$ cat src/rtl/timer_pkg.sv
// Shared types and constants for the BCD countdown timer: FSM state encoding,
// BCD digit limits and a nibble clamp helper.
package timer_pkg;

  localparam int DIGIT_W = 4;

  localparam logic [DIGIT_W-1:0] BCD_MAX  = 4'd9;
  localparam logic [DIGIT_W-1:0] BCD_ZERO = 4'd0;

  typedef enum logic [1:0] {
    ST_IDLE    = 2'd0,
    ST_RUN     = 2'd1,
    ST_PAUSED  = 2'd2,
    ST_EXPIRED = 2'd3
  } state_t;

  // Non-decimal nibbles (A..F) saturate to 9 so the counter never holds an illegal digit.
  function automatic logic [DIGIT_W-1:0] bcd_clamp(input logic [DIGIT_W-1:0] nibble);
    return (nibble > BCD_MAX) ? BCD_MAX : nibble;
  endfunction

endpackage

$ cat src/rtl/bcd_digit_cell.sv
// One BCD digit of the countdown chain: loadable register that decrements on
// an incoming borrow and passes a borrow on when it wraps from 0 to 9.
module bcd_digit_cell
  import timer_pkg::*;
(
  input  logic               clk,
  input  logic               rst,
  input  logic               load_i,
  input  logic [DIGIT_W-1:0] load_nibble_i,
  input  logic               borrow_i,
  input  logic               en_i,
  output logic [DIGIT_W-1:0] digit_o,
  output logic               borrow_o,
  output logic               is_zero_o
);

  logic [DIGIT_W-1:0] digit_q;
  logic [DIGIT_W-1:0] digit_d;

  assign is_zero_o = (digit_q == BCD_ZERO);
  assign borrow_o  = borrow_i & is_zero_o;
  assign digit_o   = digit_q;

  always_comb begin
    digit_d = digit_q;
    if (load_i) begin
      digit_d = bcd_clamp(load_nibble_i);
    end else if (en_i && borrow_i) begin
      digit_d = is_zero_o ? BCD_MAX : (digit_q - 4'd1);
    end
  end

  always_ff @(posedge clk) begin
    if (!rst) begin
      digit_q <= BCD_ZERO;
    end else begin
      digit_q <= digit_d;
    end
  end

endmodule

$ cat src/rtl/bcd_countdown_timer.sv
// Multi-digit BCD countdown timer with start/pause control, expiry level and done pulse.
// Optional low-time warn output is built only when TIMER_WARN_EN is defined.
module bcd_countdown_timer
  import timer_pkg::*;
#(
  parameter int                            NUM_DIGITS = 4,
  parameter logic [DIGIT_W*NUM_DIGITS-1:0] WARN_VAL   = 'h0005
) (
  input  logic                          clk,
  input  logic                          rst,
  input  logic                          load_i,
  input  logic [DIGIT_W*NUM_DIGITS-1:0] load_val_i,
  input  logic                          start_i,
  input  logic                          pause_i,
  input  logic                          tick_i,
  output logic [DIGIT_W*NUM_DIGITS-1:0] digits_o,
  output logic                          running_o,
  output logic                          expired_o,
  output logic                          done_pulse_o,
  output logic                          warn_o
);

  localparam int W = DIGIT_W * NUM_DIGITS;

  state_t state_q, state_d;
  logic   done_q, done_d;

  logic [NUM_DIGITS:0]   borrowChain;
  logic [NUM_DIGITS-1:0] isZero;
  logic                  allZero;
  logic                  lastCount;
  logic                  underflow;
  logic                  countEn;

  assign borrowChain[0] = tick_i;
  assign allZero        = &isZero;
  assign lastCount      = (digits_o == W'(1));
  // A borrow out of the top digit means the count is already zero; block the wrap to all nines.
  assign underflow      = borrowChain[NUM_DIGITS];
  assign countEn        = (state_q == ST_RUN) && !load_i && !pause_i && !underflow;

  for (genvar i = 0; i < NUM_DIGITS; i++) begin : gDigit
    bcd_digit_cell u_cell (
      .clk           (clk),
      .rst           (rst),
      .load_i        (load_i),
      .load_nibble_i (load_val_i[i*DIGIT_W +: DIGIT_W]),
      .borrow_i      (borrowChain[i]),
      .en_i          (countEn),
      .digit_o       (digits_o[i*DIGIT_W +: DIGIT_W]),
      .borrow_o      (borrowChain[i+1]),
      .is_zero_o     (isZero[i])
    );
  end

  always_comb begin
    state_d = state_q;
    if (load_i) begin
      state_d = ST_IDLE;
    end else if (pause_i) begin
      if (state_q == ST_RUN) state_d = ST_PAUSED;
    end else if (start_i) begin
      if ((state_q == ST_IDLE) || (state_q == ST_PAUSED)) begin
        state_d = allZero ? ST_EXPIRED : ST_RUN;
      end
    end else if (tick_i && (state_q == ST_RUN) && (lastCount || underflow)) begin
      state_d = ST_EXPIRED;
    end
    done_d = (state_d == ST_EXPIRED) && (state_q != ST_EXPIRED);
  end

  always_ff @(posedge clk) begin
    if (!rst) begin
      state_q <= ST_IDLE;
      done_q  <= 1'b0;
    end else begin
      state_q <= state_d;
      done_q  <= done_d;
    end
  end

  assign running_o    = (state_q == ST_RUN);
  assign expired_o    = (state_q == ST_EXPIRED);
  assign done_pulse_o = done_q;

`ifdef TIMER_WARN_EN
  // Packed BCD orders the same as its decimal value, so a plain unsigned compare is MSD-first.
  assign warn_o = ((state_q == ST_RUN) || (state_q == ST_PAUSED)) && !allZero &&
                  (digits_o <= WARN_VAL);
`else
  assign warn_o = 1'b0;
`endif

endmodule

$ cat config.mk
export PLATFORM = sky130hd
export DESIGN_NAME = bcd_countdown_timer
export DESIGN_NICKNAME = d
export VERILOG_FILES = /design/src/rtl/timer_pkg.sv /design/src/rtl/bcd_digit_cell.sv /design/src/rtl/bcd_countdown_timer.sv
export SDC_FILE = /design/constraint.sdc
export NUM_CORES = 1
export LEC_CHECK = 0
export CAP_MARGIN = 20
export CORE_AREA = 8 8 87 70
export CTS_CLUSTER_DIAMETER = 150
export DETAILED_ROUTE_END_ITERATION = 7
export DIE_AREA = 0 0 95 78
export PLACE_DENSITY = 0.57
export SLEW_MARGIN = 30
export SYNTH_ARGS = -nofsm -noshare
export SYNTH_HDL_FRONTEND = slang
export SYNTH_SLANG_ARGS = --single-unit
$ cat constraint.sdc
create_clock -name clk -period 1.75 [get_ports clk]
set_clock_uncertainty 0.2 [all_clocks]
set_input_delay 0.35 -clock clk [delete_from_list [all_inputs] [get_ports clk]]
set_output_delay 0.35 -clock clk [all_outputs]
set_load 0.01 [all_outputs]
Yosys cells after proc, flatten, opt, wreduce, memory -nomap -nowiden
Cells that the tools add are included.
{"block": "word_totals", "reg_bits": 19, "inputBits": 22, "output_inout_bits": 20, "elab_cells": 72}
{"block": "classes", "addsub": 4, "magnitude_cmp": 4, "n_eq_ne": 6, "n_mux": 23, "bitwise_logic": 4, "n_reduce_logical": 25}
{"operator": "two-way mux 4 bit", "count": 16}
{"operator": "== test 16 x 1 -> 1 bit, second input constant", "count": 1}
{"operator": "> comparator 4 bit, second input constant", "count": 4}
{"operator": "zero test 4 bit", "count": 4}
{"operator": "subtractor 4 x 1 -> 4 bit, second input constant", "count": 4}
{"operator": "two-way mux 2 bit", "count": 7}
{"operator": "logical AND 1 bit", "count": 10}
{"operator": "nonzero test 2 bit", "count": 4}
{"operator": "== test 2 bit, second input constant", "count": 3}
{"operator": "bitwise AND 1 bit", "count": 4}
{"operator": "AND reduction 4 bit", "count": 1}
{"operator": "zero test 1 bit", "count": 3}
{"operator": "== test 2 x 1 -> 1 bit, second input constant", "count": 1}
{"operator": "zero test 2 bit", "count": 1}
{"operator": "logical OR 1 bit", "count": 2}
{"operator": "!= test 2 bit, second input constant", "count": 1}

Longest topological paths before layout
Gate-level depths: netlist of the first run.
{"block": "depth", "word_depth": 13, "depth_mapped": 6}

Cells and area by module
A second synthesis of the first run with hierarchy kept.
{"block": "unflattened", "cells_unflattened": 150, "area_unflattened_um2": 1244.9}
{"module": "bcd_digit_cell", "instances": 4, "cells_each": 30, "area_per_inst_um2": 249.0, "seq_area_each_um2": 80.1}
{"module": "bcd_countdown_timer", "instances": 1, "cells_each": 30, "area_per_inst_um2": 249.0, "seq_area_each_um2": 60.1}

Least setup slack after synthesis of the first run
No wires, ideal clock.
{"block": "synth_timing", "kind": "register -> register", "startpoint": "reg gDigit[1].u_cell.digit_q[0]", "endpoint": "reg done_q (netlist: done_pulse_o)", "arrival_time_ns": 1.641, "t_required_ns": 1.447, "slack_ns": -0.195, "path_stages_with_launch": 5, "period_less_slack_ns": 1.945, "path_cell_list": "dfxtp_1 > or4_4 > nor4_4 > o211ai_2 > a2111oi_2"}
{"block": "synth_via", "elab_chain_cells": 12, "elab_cells_between_ends": 16}
{"element": "from (decl)", "line": "bcd_digit_cell.sv:17", "rtl": "logic [DIGIT_W-1:0] digit_q;"}
{"element": "from (signal assigned)", "line": "bcd_digit_cell.sv:37", "rtl": "digit_q <= digit_d;"}
{"element": "zero test 4 bit", "line": "bcd_digit_cell.sv:20", "rtl": "assign is_zero_o = (digit_q == BCD_ZERO);"}
{"element": "bitwise AND 1 bit (3 in a row)", "line": "bcd_digit_cell.sv:21", "rtl": "assign borrow_o = borrow_i & is_zero_o;"}
{"element": "logical OR 1 bit", "line": "bcd_countdown_timer.sv:66", "rtl": "end else if (tick_i && (state_q == ST_RUN) && (lastCount || underflow)) begin"}
{"element": "logical AND 1 bit", "line": "bcd_countdown_timer.sv:66"}
{"element": "two-way mux 2 bit", "line": "bcd_countdown_timer.sv:66"}
{"element": "two-way mux 2 bit *", "line": "bcd_countdown_timer.sv:62", "rtl": "end else if (start_i) begin"}
{"element": "two-way mux 2 bit *", "line": "bcd_countdown_timer.sv:60", "rtl": "end else if (pause_i) begin"}
{"element": "two-way mux 2 bit *", "line": "bcd_countdown_timer.sv:58", "rtl": "if (load_i) begin"}
{"element": "== test 2 bit *", "line": "bcd_countdown_timer.sv:69", "rtl": "done_d = (state_d == ST_EXPIRED) && (state_q != ST_EXPIRED);"}
{"element": "logical AND 1 bit *", "line": "bcd_countdown_timer.sv:69"}
{"element": "to (signal assigned)", "line": "bcd_countdown_timer.sv:78", "rtl": "done_q <= done_d;"}
{"element": "to (decl)", "line": "bcd_countdown_timer.sv:26", "rtl": "logic done_q, done_d;"}
Every way passes the cells marked *; elsewhere a longest branch is shown, timed or not.
A chain may end at the register's enable or synchronous reset.

Worst setup path in the final report of the first run
{"block": "layout_timing", "startpoint": "reg gDigit[3].u_cell.digit_q[1]", "endpoint": "reg done_q (netlist: done_pulse_o)"}
{"block": "layout_via", "elab_chain_cells": 10, "elab_cells_between_ends": 14}
{"element": "from (decl)", "line": "bcd_digit_cell.sv:17"}
{"element": "from (signal assigned)", "line": "bcd_digit_cell.sv:37"}
{"element": "zero test 4 bit", "line": "bcd_digit_cell.sv:20"}
{"element": "bitwise AND 1 bit", "line": "bcd_digit_cell.sv:21"}
{"element": "logical OR 1 bit", "line": "bcd_countdown_timer.sv:66"}
{"element": "logical AND 1 bit", "line": "bcd_countdown_timer.sv:66"}
{"element": "two-way mux 2 bit", "line": "bcd_countdown_timer.sv:66"}
{"element": "two-way mux 2 bit *", "line": "bcd_countdown_timer.sv:62"}
{"element": "two-way mux 2 bit *", "line": "bcd_countdown_timer.sv:60"}
{"element": "two-way mux 2 bit *", "line": "bcd_countdown_timer.sv:58"}
{"element": "== test 2 bit *", "line": "bcd_countdown_timer.sv:69"}
{"element": "logical AND 1 bit *", "line": "bcd_countdown_timer.sv:69"}
Marked as above.

==> summary.md, run 1 <==
| Metric | Value |
|---|---|
| HP Class | reg -> reg |
| Adder-Cell Fraction of Synth Area | 0 |
| Yosys warnings | 0 |
| ANT nets after route | 0 |
| Number of synthesized flops with an enable pin | 0 |
| Die Area | around 7400 sq um |
| Die span in y | between 70 and 80 um |
| Final Hold Fails | 0 |
| PD cells | 536 nW/um^2 |
| Main flop type after synthesis | dfxtp_1 |
| RePlAce Congestion | between 0.8 and 0.9 |
| Worst-path clk slew | ~0.080 ns |
| WP data required | 1.72 ns |
| Vias/cell | 5.27 |
| DRT Pass-1 Iters | 4 |
| Port Buffer Count | 40 |
| Final min period | 2.01 ns |
| Peak supply drop | ~280 uV |
| Synth Area in Compound Gates | 0.280 |
| Post-route DRC | 0 |
| Layout cell share with drive strength beyond 1 | 0.418 |
| Worst EP arrival | a little under 2 ns |
| Initial antenna violation count | 0 |
| Failing checks | setup timing |
| Flop2flop setup slack | -0.26 ns |
| Max Cap Violations | 0 |
| GR Overflow Total | 0 |
| Clk_lat worst skew | ~0.26 ns |
| Total CTS buffers | 3 |
| Pleak | 1.03 nW |
| Post-layout instance area | between 2000 and 2500 sq um |
| Tot GR Track Use | 0.133 |
| Synth top area cells | dfxtp_1 (30%), nor2_1 (5.1%), a21oi_1 (4.0%) |
| FF-to-FF End | done_pulse_o |
| Unrepaired setup endpoints after global routing | true |
| Core Footprint | about 4700 sq um |
| CTS tree | done |
| Final slew viol count | 0 |
| Largest area contributor in the netlist | dfxtp_1 |
| Setup CP Type | reg -> reg |
| RR Startpoint | gDigit[3].u_cell.digit_o[1] |
| Placed cell area | ~2200 sq um |
| Initial Util | 0.268 |
| Fmax | 497 MHz |
| Fin util | 0.523 |
| Xor and xnor area share after synthesis | 0 |
| Run status | finished, violations left |
| Clk sinks | 19 |
| Simple-gate share of the synthesized area | 0.362 |
| Worst hold start | gDigit[0].u_cell.digit_o[3] |
| First-pass GRT wire length | approximately 8000 um |
| Async SR Flop Fraction | 0 |
| Mux contribution to synthesized area | 0.00793 |
| Vias in the first global route | between 1500 and 2000 |
| WL/cell | between 15 and 20 um |
| Max FO, Critical Path | 4 |
| Root Driver | clkbuf_8 |
| Crit share post-route | 1.15 |
| Path depth of the worst reg2reg path | 4 |
| Syn Std Cell Area | approximately 1300 sq um |
| DP Wirelength | between 3000 and 4000 um |
| Final #Nets | 286 |
| Syn Area/Cell | between 7 and 8 sq um |
| WHS Endpoint | gDigit[0].u_cell.digit_o[3] |
| 1st-iter DRT viols | ~120 |
| Hold Path Stages | 3 |
| Drt total wl | roughly 5100 um |
| Die Wd | around 95 um |
| Htree depth | 1 |
| Std-Cell Rows | 22 |
| Place WS | -0.616 ns |
| Post-synthesis cell count | 160 |
| Pwr Total | between 1 and 1.5 mW |
| Count of cell types in the netlist | 48 |
| Ant. Diodes | 0 |
| Mapped Nets | around 180 |
| Longest Clk Path Bufs | 2 |
| Yosys top cell area share | 0.301 |
| Yosys reg bits | 19 |
| Largest family of logic cells by synthesized area | simple AND/OR/NAND/NOR gates |
| FILL cells | between 400 and 500 |
| # IOs | 42 |
| CP Launch Type | register |
| Crit. End Element | register |
| Register area share after synthesis | 0.301 |
| Area grow syn2layout | 95.1% |
| Final worst setup slack | -0.263 ns |
| Via count | about 1700 |
| Final Setup Violations | 14 |
| Pin count of the biggest net entering global routing | 12 |
-- worst max-delay path by stage --
stage	start	endpoint	slack, ns	cells past startpoint
global placement	pause_i	gDigit[3].u_cell.digit_o[2]	-0.57	6
global route	gDigit[3].u_cell.digit_o[1]	done_pulse_o	-0.33	4
finish	gDigit[3].u_cell.digit_o[1]	done_pulse_o	-0.26	4
CTS	gDigit[2].u_cell.digit_o[0]	done_pulse_o	-0.22	4
floorplan	gDigit[1].u_cell.digit_o[3]	done_pulse_o	-0.15	4
detailed placement	pause_i	gDigit[3].u_cell.digit_o[2]	-0.62	6
-- sequential cells by signal (all words and copies together) (netlist names) --
register / cells
gDigit.u_cell.digit_o: 16
done_pulse_o: 1
state_q: 2
-- cells in the mapped netlist, types with 3 or more instances --
cell type  instances
or4_1              4
nor4_2             3
dfxtp_1           19
clkbuf_1           5
nand2b_1           3
nor3_1             5
a31oi_1            3
a21oi_1           10
nor4_1             3
nor2_1            17
o21ai_0           10
inv_1              7
nand3_1            5
o21a_1             3
nand2_1           12
or3_1              5
nand3b_1           3
a221oi_1           3
nand4_1            4
-- final cells by class --
| class | count | area (sq um) | area share |
|---|---|---|---|
| Multi-Input combinational cell | 127 | 996 | 0.404 |
| Timing Repair Buffer | 106 | 917 | 0.372 |
| Sequential cell | 19 | 403 | 0.164 |
| Tap cell | 60 | 75.1 | 0.0305 |
| Clock buffer | 3 | 41.3 | 0.0168 |
| Inverter | 7 | 26.3 | 0.0107 |
| Clock inverter | 1 | 5.00 | 0.00203 |
-- cells in the final DEF (no fill, tap or decap), types with 4 or more instances in the layout --
cell type and count:
nor2_1 15, inv_1 7, dlygate4sd2_1 18, or4_4 4, a21oi_1 9, nand3_1 4, o21ai_0 9, dfxtp_2 9
nand2_1 11, dfxtp_1 7, nand4_1 4, nor3_1 4, clkdlybuf4s50_1 20, nor4_4 5, buf_4 54, buf_6 11
or3_1 4
-- cell families after synthesis --
logic type	Yosys count
and+or+nand+nor	75
AOI/OAI and AO/OA	50
buffers and inverters	14
DFF	19
other	1
muxes	1
-- metal layers --
layer  vias to the layer above  GRT usage  share of wire
met5                         -          0              0
met4                         0     0.0218          0.010
met3                         6     0.0327          0.086
met2                        83      0.194           0.42
met1                       780      0.192           0.48
li1                        833          -              -
-- repair_timing --
item                       CTS  global route
setup endpoints to repair   36            20
buffers inserted             6             7
hold buffers                 0             0
gates resized for setup     56            16
pin swaps                   19            11
cloned                       0             0
-- worst max-delay path: stages, from the launching register on --
cell,delay (ns)
dfxtp_2,0.32
or4_4,0.59
nor4_4,0.33
o211ai_2,0.18
a2111oi_4,0.30
-- where the power goes --
part	leakage, nW	internal (mW)	switching (mW)	total, mW
Clock	0.0255	0.159	0.163	0.322
Combinational	0.848	0.284	0.243	0.527
Sequential	0.162	0.454	0.0187	0.472
-- stage by stage --
stage               setup TNS, ns  instances  hold slack (ns)
global route                -2.86        323            0.441
global placement            -8.23        308            0.404
floorplan                  -0.593        160            0.259
finish                      -1.97        323            0.406
detailed placement          -8.81        308            0.403
CTS                         -1.45        317            0.406
(Power assumes the default switching activity.)
==> run 2: changes to the inputs <==
--- a/config.mk
+++ b/config.mk
@@ -6,12 +6,13 @@
 export NUM_CORES = 1
 export LEC_CHECK = 0
 export CAP_MARGIN = 20
-export CORE_AREA = 8 8 87 70
+export CORE_AREA = 8 8 86 69
 export CTS_CLUSTER_DIAMETER = 150
 export DETAILED_ROUTE_END_ITERATION = 7
-export DIE_AREA = 0 0 95 78
-export PLACE_DENSITY = 0.57
+export DIE_AREA = 0 0 94 77
+export PLACE_DENSITY = 0.58
 export SLEW_MARGIN = 30
 export SYNTH_ARGS = -nofsm -noshare
 export SYNTH_HDL_FRONTEND = slang
+export SYNTH_HIERARCHICAL = 1
 export SYNTH_SLANG_ARGS = --single-unit
==> run 2 against run 1 <==
Register-to-register slack lost 0.37 ns; worst setup slack lost 0.37 ns; synthesized area shrank 1.4%; first-iteration DRC count shrank 7.6%; count of clock-buffer cells in the layout grew 1; largest power group is now registers; power shrank 12%; final area shrank 11%; critical path type unchanged; combinational power shrank 28%; synthesized cell count shrank 6.3%; via count shrank 15%; the run still ends with setup timing left; hold slack gained 0.044 ns; die area shrank 2.3%; highest routed layer unchanged.
==> summary.md, run 2 <==
| Metric | Value |
|---|---|
| Max FO, Critical Path | 7 (+3) |
| HP Class | reg -> reg |
| Worst EP arrival | 2.37 ns (+0.39 ns) |
| Pleak | 1.07 nW (+2.9%) |
| Crit. End Element | register |
| Leading cell type by number of instances after synthesis | dfxtp_1 |
| Longest Clk Path Bufs | 2 (unchanged) |
| ANT nets after route | 0 (unchanged) |
| Main flop type after synthesis | dfxtp_1 |
| Final slew viol count | 0 (unchanged) |
| Register area share after synthesis | 0.306 (+0.00424) |
| Largest area contributor in the netlist | dfxtp_1 |
| Post-route DRC | 0 (unchanged) |
| Worst hold start | gDigit[1].u_cell/digit_o[3] |
| Tot GR Track Use | 0.118 (-0.0150) |
| Worst path cell trace | or2_4, nor3_4, and2_4, and2_4, and2_4, and2_4, and3b_4, nand2_4, or4_4, a31oi_1 |
| Most common cell after layout, fill and taps aside | buf_4 |
| Mapped Nets | 172 (-5.5%) |
| Post-synthesis cell count | 150 (-6.3%) |
| Core Footprint | 4620 sq um (-1.8%) |
| Placed cell area | 2080 sq um (-3.4%) |
| Placed cells | 289 (-6.2%) |
| Die Area | 7240 sq um (-2.3%) |
| Synth top area cells | dfxtp_1 (31%), o211a_1 (6.4%), nand3b_1 (5.4%) |
| Largest stage delay, worst path | 0.42 ns (-0.17 ns) |
| Yosys top cell area share | 0.306 (+0.00424) |
| Cts hold-fix bufs | 0 (unchanged) |
| Port Buffer Count | 40 (unchanged) |
| CP Launch Type | register |
| WL/cell | 14.0 um (-11%) |
| Final Hold Fails | 0 (unchanged) |
| RR Startpoint | gDigit[0].u_cell/digit_o[0] |
| Drt total wl | 4130 um (-19%) |
| Final worst setup slack | -0.635 ns (-0.372 ns) |
| Most frequent cells in the layout | buf_4 (40), clkdlybuf4s50_1 (21), dlygate4sd2_1 (16) |
| Clk sinks | 19 (unchanged) |
| Hold Path Stages | 3 (unchanged) |
| Async SR Flop Fraction | 0 (unchanged) |
| DRT Pass-1 Iters | 4 (unchanged) |
| Vias in the first global route | 1409 (-12%) |
| Root Driver | clkbuf_8 |
| CTS tree | done |
| Yosys reg bits | 19 (unchanged) |
| Initial Util | 0.269 (+0.00100) |
| Total CTS buffers | 3 (unchanged) |
| Final min period | 2.38 ns (+0.372 ns) |
| Via count | 1452 (-15%) |
| Final setup TNS | -9.79 ns (-7.82 ns) |
| First-pass GRT wire length | 7040 um (-12%) |
| Max Cap Violations | 0 (unchanged) |
| Ant. Diodes | 0 (unchanged) |
| Run status | finished, violations left |
| Final #Nets | 257 (-10%) |
| Slowest CP cell | or4_4 |
| Area grow syn2layout | 76.6% |
| Top cell family by delay on the critical path | simple AND/OR/NAND/NOR gates |
| Setup CP Type | reg -> reg |
| Layout cell share with drive strength beyond 1 | 0.346 (-0.0721) |
| Syn Area/Cell | 8.30 sq um (+5.2%) |
| Post-layout instance area | 2200 sq um (-11%) |
| Htree depth | 1 (unchanged) |
| WHS Endpoint | gDigit[1].u_cell/digit_o[3] |
| Failing checks | setup timing |
| Syn Std Cell Area | 1240 sq um (-1.4%) |
| GR Overflow Total | 0 (unchanged) |
| Crit share post-route | 1.36 (+0.212) |
| Largest register FFs | 16 (unchanged) |
| # IOs | 42 (unchanged) |
| Die span in y | 77 um (-1.3%) |
| Die Wd | 94 um (-1.1%) |
| Finished Layout Cells | 294 (-9.0%) |
| Most common cell on crit path | and2_4 |
| WP data required | 1.74 ns (+0.02 ns) |
| Flop2flop setup slack | -0.63 ns (-0.37 ns) |
| Number of synthesized flops with an enable pin | 0 (unchanged) |
| Peak supply drop | 281 uV (+1.3%) |
| Initial antenna violation count | 0 (unchanged) |
| WP buf/inv | 0 (unchanged) |
| 1st-iter DRT viols | 110 (-7.6%) |
| Vias/cell | 4.94 (-6.3%) |
| Pin count of the biggest net entering global routing | 34 (+22) |
| Std-Cell Rows | 22 (unchanged) |
| Clk_lat worst skew | 0.26 ns (about the same) |
| Fmax | 419 MHz (-16%) |
| Final Setup Violations | 18 (+4) |
| Post-synth top cells | dfxtp_1 (19), o21ai_0 (12), nor2_1 (10) |
| DP Wirelength | 3100 um (-17%) |
| FF-to-FF End | gDigit[2].u_cell/digit_o[3] |
| Worst-path clk slew | 0.08 ns (about the same) |
| PD cells | 531 nW/um^2 (-0.90%) |
| Unrepaired setup endpoints after global routing | true |
| Count of cell types in the netlist | 36 (-25%) |
| Yosys warnings | 6 (+6) |
| Path depth of the worst reg2reg path | 10 (+6) |
| RePlAce Congestion | 0.823 (-4.3%) |
## run 2: changes by cell type after synthesis, moves of 5 or more
cell / before / now
o211a_1: 0 / 8
or3_1: 5 / 0
nand3_1: 5 / 0
nor2_1: 17 / 10
nand3b_1: 3 / 9
## run 2: how the worst max path moves through the flow
stage               slack, ns                   startpoint                          end  cells past startpoint
detailed placement      -0.94                       tick_i  gDigit[3].u_cell/digit_o[3]                      9
finish                  -0.63  gDigit[0].u_cell/digit_o[0]  gDigit[2].u_cell/digit_o[3]                     10
global route            -0.72  gDigit[0].u_cell/digit_o[0]  gDigit[0].u_cell/digit_o[1]                     11
global placement        -0.90                       tick_i  gDigit[0].u_cell/digit_o[3]                      9
CTS                     -0.68  gDigit[0].u_cell/digit_o[0]  gDigit[3].u_cell/digit_o[3]                     10
floorplan               -0.62  gDigit[0].u_cell/digit_o[0]  gDigit[2].u_cell/digit_o[1]                     10
## run 2: what timing repair did
item | in CTS | in global routing
gates resized for setup | 33 | 8
setup buffers | 1 | 0
pin swaps | 6 | 2
endpoints found under the setup margin | 36 | 21
## run 2: stage by stage
| step | power, mW | util | setup slack [ns] | hold slack [ns] |
|---|---|---|---|---|
| 6_report | 1.17 | 0.475 | -0.635 | 0.450 |
| 5_1_grt | 1.24 | 0.475 | -0.720 | 0.483 |
| 4_1_cts | 1.17 | 0.470 | -0.678 | 0.440 |
| 3_5_place_dp | 0.853 | 0.450 | -0.940 | 0.429 |
| 3_3_place_gp | 0.853 | 0.450 | -0.903 | 0.425 |
| 2_1_floorplan | 0.636 | - | -0.624 | 0.268 |
## run 2: logic make-up (layout without fill, tap and decap cells)
kind of cell	Yosys count	after routing	synth area share
flip-flops	19	19	0.306
AND/OR/NAND/NOR	67	67	0.344
other	1	1	0.00301
AO/OA/AOI/OAI	48	48	0.283
buffers and inverters	11	95	0.0362
XOR/XNOR	4	4	0.0281
## run 2: final cells by class
class | instances | area (sq um)
Inverter | 6 | 22.5
Fill cell | 472 | 2430
Sequential cell | 19 | 392
Multi-Input combinational cell | 120 | 930
Timing Repair Buffer | 85 | 734
Clock buffer | 4 | 45.0
Tap cell | 60 | 75.1
## run 2: worst register-to-register path, cell delays in order (launching register included)
cell	delay (ns)
dfxtp_4	0.34
or2_4	0.13
nor3_4	0.04
and2_4	0.14
and2_4	0.13
and2_4	0.13
and2_4	0.13
and3b_4	0.41
nand2_4	0.10
or4_4	0.42
a31oi_1	0.14
## run 2: power by group
part	total, mW	switching [mW]	leakage (nW)	internal [mW]
logic	0.382	0.170	0.884	0.212
clock network	0.319	0.157	0.0228	0.162
registers	0.467	0.0129	0.159	0.454
## run 2: per-layer routing
layer,GRT usage,share of wire,vias to the layer above
li1,-,-,743
met1,0.162,0.49,679
met2,0.177,0.45,26
met3,0.0311,0.046,4
met4,0.0284,0.0097,0
met5,0,0,-
==> run 3: changes to the inputs <==
--- a/config.mk
+++ b/config.mk
@@ -6,10 +6,10 @@
 export NUM_CORES = 1
 export LEC_CHECK = 0
 export CAP_MARGIN = 20
-export CORE_AREA = 8 8 86 69
+export CORE_AREA = 2 2 80 63
 export CTS_CLUSTER_DIAMETER = 150
 export DETAILED_ROUTE_END_ITERATION = 7
-export DIE_AREA = 0 0 94 77
+export DIE_AREA = 0 0 82 65
 export PLACE_DENSITY = 0.58
 export SLEW_MARGIN = 30
 export SYNTH_ARGS = -nofsm -noshare
==> constraint.sdc (replaced) <==
create_clock -name clk -period 1.75 [get_ports clk]
set_clock_uncertainty 0.2 [all_clocks]
set_input_delay 0.175 -clock clk [delete_from_list [all_inputs] [get_ports clk]]
set_output_delay 0.175 -clock clk [all_outputs]
set_load 0.01 [all_outputs]
==> run 3 against run 2 <==
The flow still finishes with violations (setup timing); sequential cell count did not move; hold slack got worse by 0.032 ns; combinational power rose by 8.1%; worst setup slack improved by 0.0066 ns; count of clock-buffer cells in the layout did not move; critical path type unchanged.
==> summary.md, run 3 (same netlist as run 2, synthesis figures left out) <==
| Metric | Value |
|---|---|
| Sw Share | 0.280 (-0.0107) |
| 1st-iter DRT viols | 64 (-42%) |
| Final slew viol count | 0 (unchanged) |
| Port Buffer Count | 40 (unchanged) |
| HP Class | in -> reg |
| PD cells | 533 nW/um^2 (+0.39%) |
| Largest register FFs | 16 (unchanged) |
| Final min period | 2.38 ns (-0.00661 ns) |
| Initial Util | 0.269 (unchanged) |
| Pleak | 1.04 nW (-2.6%) |
| Clk_lat worst skew | 0.26 ns (about the same) |
| DRT Pass-1 Iters | 4 (unchanged) |
| Failing checks | setup timing |
| Internal | 0.858 mW (+3.5%) |
| Die Wd | 82 um (-13%) |
| Multi-input logic area | 908 sq um (-2.3%) |
| Std-Cell Rows | 22 (unchanged) |
| Post-route DRC | 0 (unchanged) |
| Fmax | 420 MHz (+0.28%) |
| Final Hold Fails | 0 (unchanged) |
| Area grow syn2layout | 79.4% |
| Most frequent cells in the layout | buf_4 (46), clkdlybuf4s50_1 (37), dfxtp_1 (14) |
| First-pass GRT wire length | 6310 um (-10%) |
| Sequential Power Share | 0.393 (-0.007) |
| ANT nets after route | 0 (unchanged) |
| DP Wirelength | 2820 um (-8.9%) |
| RePlAce Congestion | 0.779 (-5.4%) |
| Tot GR Track Use | 0.153 (+0.0347) |
| WP buf/inv | 0 (unchanged) |
| Worst-path clk slew | 0.07 ns (about the same) |
| Crit. End Element | register |
| Via count | 1468 (+1.1%) |
| Clk sinks | 19 (unchanged) |
| Vias in the first global route | 1334 (-5.3%) |
| Root Driver | clkbuf_8 |
| Pin count of the biggest net entering global routing | 34 (unchanged) |
| Drt total wl | 3990 um (-3.4%) |
| Die Area | 5330 sq um (-26%) |
| Cts hold-fix bufs | 0 (unchanged) |
| WL/cell | 13.3 um (-5.0%) |
| Comb power frac | 0.347 (+0.020) |
| Worst path cell trace | or2_4, nor3_4, and2_4, and2_4, and2_4, and2_4, and3b_4, nand2_4, or4_4, a31oi_1 |
| Max FO, Critical Path | 8 (+1) |
| CTS tree | done |
| Final setup TNS | -9.65 ns (+0.140 ns) |
| Net Switching | 0.334 mW (-1.8%) |
| Total CTS buffers | 3 (unchanged) |
| Worst EP arrival | 2.36 ns (about the same) |
| Final #Nets | 262 (+1.9%) |
| Final Setup Violations | 18 (unchanged) |
| Most common cell after layout, fill and taps aside | buf_4 |
| Crit share post-route | 1.36 (-0.00378) |
| GR Overflow Total | 0 (unchanged) |
| Ant. Diodes | 0 (unchanged) |
| Longest Clk Path Bufs | 2 (unchanged) |
| Layout cell share with drive strength beyond 1 | 0.343 (-0.00306) |
| Run status | finished, violations left |
| Core Footprint | 4620 sq um (unchanged) |
| Largest stage delay, worst path | 0.42 ns (about the same) |
| Unrepaired setup endpoints after global routing | true |
| Sequential cell area | 392 sq um (unchanged) |
| Place WS | -0.779 ns (+0.161 ns) |
| # IOs | 42 (unchanged) |
| Top cell family by delay on the critical path | simple AND/OR/NAND/NOR gates |
| Slowest CP cell | or4_4 |
| Final worst setup slack | -0.628 ns (+0.00661 ns) |
| Peak supply drop | 277 uV (-1.3%) |
| Vias/cell | 4.91 (-0.59%) |
| WP data required | 1.73 ns (about the same) |
| Die span in y | 65 um (-16%) |
| CP Launch Type | register |
| Initial antenna violation count | 0 (unchanged) |
| Htree depth | 1 (unchanged) |
| Clk pwr share | 0.260 (-0.013) |
| Max Cap Violations | 0 (unchanged) |
| Most common cell on crit path | and2_4 |
| FILL cells | 483 (+2.3%) |
| Setup CP Type | reg -> reg |
-- run 3: cell types whose count changed in the layout (fill, tap and decap cells not counted), sizes merged --
| cell | change |
|---|---|
| clkdlybuf4s15 | -1 |
| dlygate4sd2 | -14 |
| buf | +5 |
| clkdlybuf4s50 | +16 |
| clkbuf | -1 |
-- run 3: path summary, 6_finish.rpt --
path	end	slack [ns]	startpoint	cells after the start
setup / recovery	gDigit[0].u_cell/digit_o[3]	-0.63	gDigit[0].u_cell/digit_o[0]	10
hold / removal	gDigit[0].u_cell/digit_o[0]	0.42	load_val_i[0]	3
setup reg to reg	gDigit[0].u_cell/digit_o[3]	-0.63	gDigit[0].u_cell/digit_o[0]	10
hold reg to reg	gDigit[3].u_cell/digit_o[3]	0.44	gDigit[3].u_cell/digit_o[3]	3
-- run 3: final cells by class --
type,instances,area share
multi-input combinational,120,0.407
timing repair buffer,90,0.354
tap,60,0.0336
inverter,6,0.0101
sequential,19,0.175
clock buffer,4,0.0202
-- run 3: metrics by stage --
| step | cell area (sq um) | util | total power [mW] | std cells | hold WS, ns |
|---|---|---|---|---|---|
| floorplan | 1300 | - | 0.636 | 150 | 0.0928 |
| global route | 2230 | 0.483 | 1.26 | 299 | 0.427 |
| global placement | 2080 | 0.449 | 0.852 | 288 | 0.430 |
| finish | 2230 | 0.483 | 1.19 | 299 | 0.418 |
| CTS | 2200 | 0.475 | 1.19 | 298 | 0.415 |
| detailed placement | 2080 | 0.449 | 0.852 | 288 | 0.432 |
-- run 3: power groups by stage --
stage	clock network (mW)	logic (mW)	registers (mW)
6_report	0.310	0.413	0.468
4_1_cts	0.321	0.401	0.467
3_3_place_gp	0	0.377	0.475
5_1_grt	0.343	0.445	0.472
3_5_place_dp	0	0.376	0.476
2_1_floorplan	0	0.131	0.506
-- run 3: worst register-to-register path, cell delays in order, from the launching register on --
cell	delay, ns
dfxtp_4	0.34
or2_4	0.12
nor3_4	0.04
and2_4	0.13
and2_4	0.13
and2_4	0.14
and2_4	0.13
and3b_4	0.41
nand2_4	0.10
or4_4	0.42
a31oi_1	0.13
-- run 3: routing by layer --
layer | share of wire | up-vias | track usage | routed length, um
li1 | - | 756 | - | -
met1 | 0.50 | 677 | 0.221 | 1990
met2 | 0.46 | 33 | 0.230 | 1820
met3 | 0.040 | 2 | 0.0334 | 161
met4 | 0.0045 | 0 | 0.0333 | 18
met5 | 0 | - | 0 | 0
-- run 3: what timing repair did --
item	4_1_cts	5_1_grt
pin swaps	8	2
setup buffers	9	1
endpoints found under the setup margin	20	19
gates resized for setup	10	6
endpoints found under the hold margin	0	0
